[src/rtl/lcd_text_driver_if.sv]
// lcd_text_driver_if: text-buffer lookup and HD44780 write-bus signals of the LCD text driver
interface lcd_text_driver_if;
  logic [4:0] char_index;
  logic [7:0] char_data;
  logic       lcd_rs;
  logic       lcd_rw;
  logic       lcd_e;
  logic [7:0] lcd_data;
  modport master (output char_index, lcd_rs, lcd_rw, lcd_e, lcd_data, input char_data);
  modport slave  (input char_index, lcd_rs, lcd_rw, lcd_e, lcd_data, output char_data);
endinterface

[src/rtl/lcd_text_driver.sv]
// lcd_text_driver: power-up, init and continuous 16x2 screen refresh of an HD44780 LCD from a 32-byte text buffer
module lcd_text_driver #(
  parameter int POWERUP_CYC  = 750000,
  parameter int E_PULSE_CYC  = 25,
  parameter int CMD_WAIT_CYC = 2500,
  parameter int CLR_WAIT_CYC = 100000
) (
  input  logic               clk,
  input  logic               rst,
  input  logic               refresh_en,
  output logic               busy,
  output logic               frame_done,
  lcd_text_driver_if.master  bus
);
  localparam int MAX_A = POWERUP_CYC > E_PULSE_CYC ? POWERUP_CYC : E_PULSE_CYC;
  localparam int MAX_B = CMD_WAIT_CYC > CLR_WAIT_CYC ? CMD_WAIT_CYC : CLR_WAIT_CYC;
  localparam int CW = $clog2(MAX_A > MAX_B ? MAX_A : MAX_B);
  typedef enum logic [2:0] {PWRUP, INIT, ADDR1, LINE1, ADDR2, LINE2, DONE, IDLE} state_t;
  typedef enum logic [1:0] {FETCH, SETUP, PULSE, HOLD} sub_t;
  state_t        state, state_n;
  sub_t          sub, sub_n;
  logic [CW-1:0] cnt, cnt_n;
  logic [1:0]    ini, ini_n;
  logic [4:0]    idx_n;
  logic [7:0]    data_n, init_nxt;
  logic          rs_n, hold_end;
  assign bus.lcd_rw = 1'b0;
  // next init command and end of the hold time (clear display needs the long wait)
  always_comb begin
    init_nxt = ini == 2'd0 ? 8'h0C : ini == 2'd1 ? 8'h01 : 8'h06;
    hold_end = cnt == ((!bus.lcd_rs && bus.lcd_data == 8'h01) ? CW'(CLR_WAIT_CYC - 1) : CW'(CMD_WAIT_CYC - 1));
  end
  // sequencer: frame phase plus fetch/setup/pulse/hold sub-phase of each bus write
  always_comb begin
    state_n = state;
    sub_n   = sub;
    cnt_n   = cnt + 1'b1;
    ini_n   = ini;
    idx_n   = bus.char_index;
    rs_n    = bus.lcd_rs;
    data_n  = bus.lcd_data;
    case (state)
      PWRUP: if (cnt == CW'(POWERUP_CYC - 1)) begin
        state_n = INIT;
        sub_n   = SETUP;
        cnt_n   = '0;
        ini_n   = 2'd0;
        rs_n    = 1'b0;
        data_n  = 8'h38;
      end
      DONE, IDLE: if (refresh_en) begin
        state_n = ADDR1;
        sub_n   = SETUP;
        cnt_n   = '0;
        rs_n    = 1'b0;
        data_n  = 8'h80;
      end else state_n = IDLE;
      default: case (sub)
        FETCH: begin
          sub_n  = SETUP;
          cnt_n  = '0;
          rs_n   = 1'b1;
          data_n = bus.char_data;
        end
        SETUP: begin
          sub_n = PULSE;
          cnt_n = '0;
        end
        PULSE: if (cnt == CW'(E_PULSE_CYC - 1)) begin
          sub_n = HOLD;
          cnt_n = '0;
        end
        default: if (hold_end) begin
          cnt_n = '0;
          sub_n = SETUP;
          case (state)
            INIT: if (ini != 2'd3) begin
              ini_n  = ini + 2'd1;
              rs_n   = 1'b0;
              data_n = init_nxt;
            end else begin
              state_n = ADDR1;
              rs_n    = 1'b0;
              data_n  = 8'h80;
            end
            ADDR1: begin
              state_n = LINE1;
              sub_n   = FETCH;
              idx_n   = 5'd0;
            end
            LINE1: if (bus.char_index != 5'd15) begin
              sub_n = FETCH;
              idx_n = bus.char_index + 5'd1;
            end else begin
              state_n = ADDR2;
              rs_n    = 1'b0;
              data_n  = 8'hC0;
            end
            ADDR2: begin
              state_n = LINE2;
              sub_n   = FETCH;
              idx_n   = 5'd16;
            end
            default: if (bus.char_index != 5'd31) begin
              sub_n = FETCH;
              idx_n = bus.char_index + 5'd1;
            end else state_n = DONE;
          endcase
        end
      endcase
    endcase
  end
  // state and registered outputs; outputs follow the state being entered
  always_ff @(posedge clk or negedge rst) begin
    if (!rst) begin
      state          <= PWRUP;
      sub            <= SETUP;
      cnt            <= '0;
      ini            <= '0;
      bus.char_index <= '0;
      bus.lcd_rs     <= 1'b0;
      bus.lcd_e      <= 1'b0;
      bus.lcd_data   <= '0;
      busy           <= 1'b1;
      frame_done     <= 1'b0;
    end else begin
      state          <= state_n;
      sub            <= sub_n;
      cnt            <= cnt_n;
      ini            <= ini_n;
      bus.char_index <= idx_n;
      bus.lcd_rs     <= rs_n;
      bus.lcd_e      <= sub_n == PULSE;
      bus.lcd_data   <= data_n;
      busy           <= state_n != IDLE;
      frame_done     <= state_n == DONE;
    end
  end
endmodule

[src/flat_wrapper.sv]
// flat-port wrapper written by rule: the top's interface ports become plain ports
module lcd_text_driver_flat 
#(
  parameter int POWERUP_CYC  = 750000,
  parameter int E_PULSE_CYC  = 25,
  parameter int CMD_WAIT_CYC = 2500,
  parameter int CLR_WAIT_CYC = 100000
)
  (clk, rst, refresh_en, busy, frame_done, bus_char_index, bus_lcd_rs, bus_lcd_rw, bus_lcd_e, bus_lcd_data, bus_char_data);
  lcd_text_driver_if bus_i ();
  input  logic clk;
  input  logic rst;
  input  logic refresh_en;
  output logic busy;
  output logic frame_done;
  output wire logic [$bits(bus_i.char_index)-1:0] bus_char_index;
  output wire logic [$bits(bus_i.lcd_rs)-1:0] bus_lcd_rs;
  output wire logic [$bits(bus_i.lcd_rw)-1:0] bus_lcd_rw;
  output wire logic [$bits(bus_i.lcd_e)-1:0] bus_lcd_e;
  output wire logic [$bits(bus_i.lcd_data)-1:0] bus_lcd_data;
  input wire logic [$bits(bus_i.char_data)-1:0] bus_char_data;
  assign bus_char_index = bus_i.char_index;
  assign bus_lcd_rs = bus_i.lcd_rs;
  assign bus_lcd_rw = bus_i.lcd_rw;
  assign bus_lcd_e = bus_i.lcd_e;
  assign bus_lcd_data = bus_i.lcd_data;
  assign bus_i.char_data = bus_char_data;
  lcd_text_driver #(.POWERUP_CYC(POWERUP_CYC), .E_PULSE_CYC(E_PULSE_CYC), .CMD_WAIT_CYC(CMD_WAIT_CYC), .CLR_WAIT_CYC(CLR_WAIT_CYC)) u_core (.clk(clk), .rst(rst), .refresh_en(refresh_en), .busy(busy), .frame_done(frame_done), .bus(bus_i));
endmodule
[config.mk]
export PLATFORM = sky130hd
export DESIGN_NAME = lcd_text_driver_flat
export DESIGN_NICKNAME = d
export VERILOG_FILES = /design/src/rtl/lcd_text_driver_if.sv /design/src/rtl/lcd_text_driver.sv /design/src/flat_wrapper.sv
export SDC_FILE = /design/constraint.sdc
export NUM_CORES = 1
export LEC_CHECK = 0
export ABC_CLOCK_PERIOD_IN_PS = 6800
export CAP_MARGIN = 20
export CELL_PAD_IN_SITES_DETAIL_PLACEMENT = 1
export CELL_PAD_IN_SITES_GLOBAL_PLACEMENT = 1
export CORE_MARGIN = 2
export CORE_UTILIZATION = 47
export DETAILED_ROUTE_END_ITERATION = 6
export GPL_TIMING_DRIVEN = 1
export HOLD_SLACK_MARGIN = 0.12
export PLACE_DENSITY_LB_ADDON = 0.25
export RECOVER_POWER = 100
export SYNTH_ARGS = -nofsm -noshare
export SYNTH_HDL_FRONTEND = slang
export SYNTH_SLANG_ARGS = --single-unit
[constraint.sdc]
create_clock -name clk -period 6.8 [get_ports clk]
set_input_delay 1.36 -clock clk [delete_from_list [all_inputs] [get_ports clk]]
set_output_delay 1.36 -clock clk [all_outputs]
set_load 0.02 [all_outputs]
### Word-level counts from Yosys, hierarchy flattened

Cells that the tools add are included.

* register bits after elaboration: 44
* latch bits: 0
* bits in writable memories: 0
* bits in read-only memories: 0
* bits of input ports: 11
* output and inout port bits: 18
* logic and storage cells: 113
* memories: 0

* $add $sub $neg: 3
* multiply operators: 0
* divide/modulo/power cells: 0
* order comparisons: 0
* eq/ne operators: 25
* shifts and indexed selects: 0
* mux-type cells: 51
* bitwise gates (word level): 4
* reductions and logical operators: 20

Operators by type and width (count)
* 2-to-1 mux 20 bit: 4
* case mux 20 bit (2 select lines): 2
* 2-to-1 mux 8 bit: 6
* case mux 8 bit (2 select lines): 3
* 2-to-1 mux 3 bit: 8
* adder 20 x 1 -> 20 bit (second input constant): 1
* equality test 20 bit: 1
* equality test 20 bit (second input constant): 1
* equality test 20 x 5 -> 1 bit (second input constant): 1
* case mux 5 bit (4 select lines): 1
* 2-to-1 mux 2 bit: 9
* AND reduction 6 bit: 3
* 2-to-1 mux 17 bit: 1
* equality test 3 bit (second input constant): 4
* case mux 2 bit (3 select lines): 2
* case mux 3 bit (4 select lines): 1
* 2-to-1 mux 5 bit: 2
* inequality test 5 bit (second input constant): 2
* equality test 8 x 1 -> 1 bit (second input constant): 1
* case mux 2 bit (2 select lines): 2
* nonzero test 4 bit: 2
* OR reduction 2 bit: 4
* equality test 3 x 2 -> 1 bit (second input constant): 2
* 2-to-1 mux 1 bit: 6
* 20 further kinds: 34

### Logic depth before layout (Yosys ltp)

Gate-level depths: netlist of the first run.

* depth in word-level cells: 8
* depth in mapped cells: 9
* gate-level depth less buffers: 9

### Worst setup path before layout of the first run

OpenSTA, ideal clock, no wires.

* path type: register to register
* from: register u_core.cnt[6]
* to: register u_core.bus.lcd_data[0]
* library setup time: 128 ps
* data arrival time: 2433 ps
* required time: 6672 ps
* setup slack: 4240 ps
* stages on the path, launching flop included: 8
* path buffers: 1
* period minus slack after synthesis: 2560 ps
* path through: dfrtp_1 buf_6 or4b_1 nor4_2 a21oi_1 or3b_1 a21oi_2 mux2_1

* longest elaborated chain between the ends: 3
* elaborated cells on any way between the ends: 5
* those cells by class: eq/ne (3); reduce/logical (2)

RTL lines
* start: declaration: RTL line lcd_text_driver.sv:22 `logic [CW-1:0] cnt, cnt_n;`
* start signal: assignment: RTL line lcd_text_driver.sv:129 `cnt <= cnt_n;`
* equality test 20 bit, on equally long branches: RTL line lcd_text_driver.sv:43, lcd_text_driver.sv:31
* inequality test 2 x 1 -> 1 bit (no source line) or nonzero test 4 bit (tied branches)
* AND reduction 6 bit (no source line) *
* end signal: assignment: RTL line lcd_text_driver.sv:134 `bus.lcd_data <= data_n;`
* end: declaration: RTL line lcd_text_driver_if.sv:9 `modport master (output char_index, lcd_rs, lcd_rw, lcd_e, lcd_data, input char_data);`

Mark *: on every way between the ends. The rest lies on a longest branch, timed or not.
A chain may end at the register's enable or synchronous reset.

### Worst setup path in the final report of the first run

* from: input port refresh_en
* to: register u_core.cnt[4]

* longest elaborated chain between the ends: 2

RTL lines
* start: declaration: RTL line flat_wrapper.sv:13 `input logic refresh_en;`
* 2-to-1 mux 20 bit: RTL line lcd_text_driver.sv:51 `DONE, IDLE: if (refresh_en) begin`
* case mux 20 bit (2 select lines): RTL line lcd_text_driver.sv:42 `case (state)`
* net u_core.cnt_n[4]: RTL line lcd_text_driver.sv:22

The timed path passes the listed nets, and every way through them passes these cells.

==> impl_metrics.csv, run 1 <==
group,metric,value,unit
grt,grt_first_pass_wirelength,12100,um
cts,htreeDepth,2,
cts,cts_buffers,5,
cts,clkLatencyLatePin,0.30,ns
timing,slew_headroom,17.4,%
cts,cts.sinks,44,
synthesis,synthArstFlopShare,100,%
cts,post_cts_buffers,0,
timing,slew_viol_final,0,
cts,post_cts_resized,0,
routing,via_per_inst,5.80,
power_and_ir_drop,p_per_area,140,nW/um2
synthesis,syn_inst,313,
grt,grt_pass1_vias,2369,
critical_path,path_max_fanout,20,
grt,grt_usage,23.8,%
power_and_ir_drop,ir_worst_vdd,0.105,mV
power_and_ir_drop,power,444,uW
finish,drive_gt1_share,5.04,%
critical_path,critPathRequiredTime,6.95,ns
synthesis,synth-seq-cells,44,
finish,final_common_cell,"nor2_1",
routing,firstDrtPassIters,4,
grt,grt_max_degree,45,
critical_path,slowest_stage,"clkbuf_1",
synthesis,synth_area_per_cell,8.90,um2
timing,fmax,317,MHz
floorplan,die-width,81.0,um
placement,io_buffers,27,
critical_path,cpPeakStageDelay,0.72,ns
timing,skew,0.00806,ns
routing,routed_wl,7240,um
finish,finalNonFillerCells,412,
finish,area_growth,13.6,%
floorplan,dieArea,6560,um2
critical_path,path_buf_inv,2,
status,status,"finished clean",
cts,clk_pin_slew,0.09,ns
synthesis,synthFlopType,"dfrtp_1",
timing,hold_viol,0,
job,cap_violations,0,
floorplan,fp.coreArea,5820,um2
grt,antenna_found_initial,0,
routing,vias,2389,
finish,nets,360,
floorplan,io_pins,29,
timing,setup_tns,0,ns
placement,dp_cells,403,
synthesis,synth-seq-area-share,39.6,%
timing,post-route-min-period,3.15,ns
synthesis,ys_warn_count,0,
critical_path,arrival,3.30,ns
min_path,worst_hold_path_type,"flip-flop to flip-flop",
timing,tightest_slew,1.24,ns
cts,cts.hold.buffers_added,0,
routing,drtIter0Drc,124,
finish,post-route-util,54.4,%
cts,cts_max_path_buffers,2,
finish,nFillCells,687,
routing,postRouteAntennaNets,0,
synthesis,synth_edf_count,0,
power_and_ir_drop,leakagePower,1.47,nW
timing,timing.final.crit_share,46.4,%
synthesis,netlist_area,2790,um2
critical_path,start_kind,"primary input",
grt,grt.overflow.total,0,
cts,cts-root-buf,"clkbuf_8",
critical_path,cp_top_family,"buffers and inverters",
critical_path,cp-end-kind,"flip-flop",
synthesis,synth_cell_types,60,
placement,hpwl,5270,um
placement,gp_congestion,0.883,
critical_path,crit_type,"primary input to flip-flop",
floorplan,rows,28,
critical_path,cp_cell_sequence,"dlygate4sd3_1 -> nor2_1 -> a41o_1 -> a211oi_1 -> clkbuf_1 -> nor2_1",
cts,cts_tree,"built",
synthesis,syn_nets,337,
routing,drc_errors,0,
timing,hold_ws,0.498,ns
timing,rsz0062_at_grt,"no",
routing,routedWlPerCell,17.6,um
floorplan,die_h,81.0,um
finish,layout_common_cells,"nor2_1 (50), dfrtp_1 (42), nand2_1 (30)",
critical_path,path_common_cell,"nor2_1",
floorplan,initial_core_util,47.9,%
timing,finalSetupViolCount,0,
finish,antenna_cells,0,
-- kinds of logic (layout without fill, tap and decap cells) --
kind of cell | Yosys count | count (layout) | share of synthesized area, %
XOR/XNOR | 18 | 18 | 5.66
buffers and inverters | 26 | 50 | 4.00
AO/OA/AOI/OAI | 46 | 46 | 11.9
flip-flops | 44 | 44 | 39.6
other | 1 | 1 | 0.135
multiplexers | 11 | 11 | 4.67
AND/OR/NAND/NOR | 154 | 154 | 28.2
adder cells (fa/ha/maj) | 13 | 13 | 5.84
-- registers in the layout (all words and copies together) (netlist names) --
register	cells
u_core.cnt	20
u_core.bus.char_index	5
u_core.busy	1
u_core.state	3
u_core.bus.lcd_data	8
u_core.bus.lcd_e	1
u_core.frame_done	1
u_core.ini	2
u_core.sub	2
u_core.bus.lcd_rs	1
-- worst reg2reg max path, delay by kind of cell (launching register included) --
family	cells	cell delay, ns
and+or+nand+nor	4	1.24
buffers and inverters	1	0.72
AOI/OAI and AO/OA	2	0.48
DFF	1	0.47
-- area by class of cell --
class	instances	area [um2]	area share, %
tap	75	93.8	2.96
clock buffer	5	68.8	2.17
multi-input combinational	243	1560	49.1
timing repair buffer	29	272	8.58
inverter	13	48.8	1.54
clock inverter	3	23.8	0.751
sequential	44	1100	34.9
-- metal layers --
metal	vias up	part of all wire (%)	global-route usage (%)
met1	1193	49	34.9
li1	1143	-	-
met2	48	47	37.5
met4	0	0.72	4.58
met5	-	0	0
met3	5	3.4	3.44
-- power by group --
| group | switching (mW) | internal (mW) | total [mW] | leakage (nW) |
|---|---|---|---|---|
| Combinational | 0.00697 | 0.00467 | 0.0116 | 0.854 |
| Sequential | 0 | 0.261 | 0.261 | 0.574 |
| Clock | 0.0979 | 0.0729 | 0.171 | 0.0404 |
| Total | 0.105 | 0.339 | 0.444 | 1.47 |
-- cell usage after synthesis (7+ instances only) --
library cell / number / area share, %
nor2_1: 50 / 6.7
xor2_1: 7 / 2.2
dfrtp_1: 42 / 38
nor2b_1: 7 / 1.6
xnor2_1: 11 / 3.5
a21oi_1: 11 / 2.0
clkbuf_1: 8 / 1.1
nand2_1: 30 / 4.0
ha_1: 13 / 5.8
nand3_1: 16 / 2.9
inv_1: 13 / 1.8
nand4_1: 7 / 1.6
-- path summary, 6_finish.rpt --
kind	from	cells past startpoint	to	slack [ns]
min in group asynchronous	rst	1	u_core.bus.lcd_data[0]$_DFFE_PN0P_	1.27
worst min register to register	u_core.cnt[0]$_DFF_PN0_	1	u_core.cnt[0]$_DFF_PN0_	0.50
worst max register to register	u_core.cnt[9]$_DFF_PN0_	7	u_core.cnt[4]$_DFF_PN0_	3.75
max in group asynchronous	rst	2	u_core.sub[1]$_DFF_PN0_	3.82
worst min-delay path	u_core.cnt[0]$_DFF_PN0_	1	u_core.cnt[0]$_DFF_PN0_	0.50
worst max-delay path	refresh_en	6	u_core.cnt[4]$_DFF_PN0_	3.65
-- per-stage QoR --
step / setup slack (ns) / area [um2]
after floorplan: 4.24 / 2790
after global placement: 3.62 / 3100
after detailed placement: 3.58 / 3100
after CTS: 3.87 / 3190
after global routing: 3.39 / 3170
final: 3.65 / 3170
No activity file was read; power rests on OpenSTA's default activity.
==> run 2: changes to the inputs <==
ABC_CLOCK_PERIOD_IN_PS = 2600   (was 6800)
CORE_UTILIZATION = 39   (was 47)
clock period = 2.6 ns   (was 6.8 ns; I/O delays follow)
==> impl_metrics.csv, run 2 (synthesized netlist as in run 1, its figures left out) <==
group,metric,value,unit
status,status,"finished clean",
floorplan,initial_core_util,40.6,%
timing,hold_viol,0,
min_path,hold_start,"u_core.cnt[0]$_DFF_PN0_",
finish,antenna_cells,0,
critical_path,critPathLaunch,"u_core.cnt[6]$_DFF_PN0_",
timing,post-route-min-period,2.57,ns
grt,grt.overflow.total,0,
power_and_ir_drop,ir_worst_vdd,0.280,mV
power_and_ir_drop,leakagePower,1.60,nW
timing,fmax,390,MHz
cts,cts_buffers,5,
timing,tightest_slew,1.44,ns
floorplan,fp.coreArea,6870,um2
floorplan,io_pins,29,
routing,routed_wl,7650,um
finish,nets,381,
timing,slew_headroom,3.90,%
floorplan,die_h,88.5,um
grt,antenna_found_initial,0,
finish,nFillCells,824,
routing,firstDrtPassIters,4,
cts,htreeDepth,2,
job,cap_violations,0,
floorplan,rows,30,
cts,cts.hold.buffers_added,0,
finish,largest_register,"u_core.cnt",
floorplan,die-width,88.5,um
cts,clkLatencyLatePin,0.32,ns
min_path,worst_hold_path_type,"flip-flop to flip-flop",
placement,hpwl,5580,um
grt,grt_first_pass_wirelength,12500,um
routing,via_per_inst,5.41,
critical_path,critPathRequiredTime,2.80,ns
timing,timing.final.crit_share,98.7,%
placement,dp_cells,445,
critical_path,arrival,2.77,ns
cts,clk_pin_slew,0.09,ns
finish,stdcell_area,3430,um2
routing,drtIter0Drc,136,
finish,finalNonFillerCells,454,
placement,gp_congestion,0.873,
critical_path,crit_type,"flip-flop to flip-flop",
critical_path,path_max_fanout,4,
critical_path,r2r_start,"u_core.cnt[6]$_DFF_PN0_",
floorplan,dieArea,7840,um2
timing,finalSetupViolCount,0,
grt,grt_pass1_vias,2525,
timing,hold_ws,0.498,ns
finish,largest_register_ffs,20,
timing,setup_tns,0,ns
cts,cts-root-buf,"clkbuf_8",
grt,grt_max_degree,27,
routing,postRouteAntennaNets,0,
finish,layout_common_cells,"nor2_1 (50), dfrtp_1 (42), nand2_1 (30)",
placement,io_buffers,27,
cts,cts_max_path_buffers,2,
placement,dpl_cell_area,3290,um2
routing,routedWlPerCell,16.9,um
finish,drive_gt1_share,11.5,%
routing,drc_errors,0,
finish,final_common_cell,"nor2_1",
critical_path,cp-end-kind,"flip-flop",
cts,cts.sinks,44,
timing,slew_viol_final,0,
power_and_ir_drop,p_per_area,371,nW/um2
timing,skew,0.0153,ns
finish,reg_top3,"u_core.cnt: 20 flops, u_core.bus.lcd_data: 8 flops, u_core.bus.char_index: 5 flops",
power_and_ir_drop,power,1.27,mW
cts,cts_tree,"built",
routing,vias,2454,
finish,area_growth,23.1,%
critical_path,start_kind,"flip-flop",
grt,grt_usage,20.8,%
-- run 2: final timing paths --
| path | slack [ns] | endpoint | depth (start not counted) |
|---|---|---|---|
| min | 0.50 | u_core.cnt[0]$_DFF_PN0_ | 1 |
| max reg2reg | 0.03 | u_core.bus.lcd_data[4]$_DFFE_PN0P_ | 6 |
| max in group asynchronous | 0.92 | u_core.bus.lcd_rs$_DFFE_PN0P_ | 2 |
| min reg2reg | 0.50 | u_core.cnt[0]$_DFF_PN0_ | 1 |
| max | 0.03 | u_core.bus.lcd_data[4]$_DFFE_PN0P_ | 6 |
| min in group asynchronous | 0.53 | u_core.bus.char_index[1]$_DFFE_PN0P_ | 1 |
-- run 2: layer usage --
layer | up-vias | global-route usage [%] | share of wire [%]
li1 | 1184 | - | -
met1 | 1230 | 28.8 | 48
met2 | 33 | 33.3 | 48
met3 | 7 | 3.73 | 2.5
met4 | 0 | 6.34 | 1.4
met5 | - | 0 | 0
-- run 2: cell type report --
type / instances / area, um2 / share of cell area, %
flip-flops and latches: 44 / 1100 / 32.2
clock buffers: 5 / 68.8 / 2.01
well taps: 96 / 120 / 3.50
repair buffers: 50 / 430 / 12.6
clock inverters: 3 / 46.3 / 1.35
multi-input cells: 243 / 1610 / 47.0
inverters: 13 / 48.8 / 1.42
-- run 2: power breakdown --
group / switching (mW) / leakage [nW] / internal [mW]
Sequential: 0 / 0.574 / 0.684
Combinational: 0.0184 / 0.972 / 0.0128
Clock: 0.266 / 0.0548 / 0.290
-- run 2: worst max-delay path, cell delays in order (launching register included) --
cell	delay [ns]
dfrtp_1	0.44
or4b_4	0.59
nor4_4	0.30
a21oi_1	0.14
or3b_4	0.42
a21o_1	0.21
a221o_1	0.36
-- run 2: repair_timing --
item | 4_1_cts | 5_1_grt
setup endpoints to repair | 5 | 8
buffers inserted | 0 | 1
pin swaps | 0 | 4
resized for setup | 3 | 5
cloned | 0 | 0
-- run 2: through the flow --
| stage | utilization, % | worst slack (ns) |
|---|---|---|
| after detailed placement | 47.9 | -0.0163 |
| after floorplan | - | 0.0399 |
| final | 49.9 | 0.0332 |
| after global routing | 49.9 | -0.0348 |
| after CTS | 49.9 | 0.0438 |
| after global placement | 47.9 | 0.0397 |
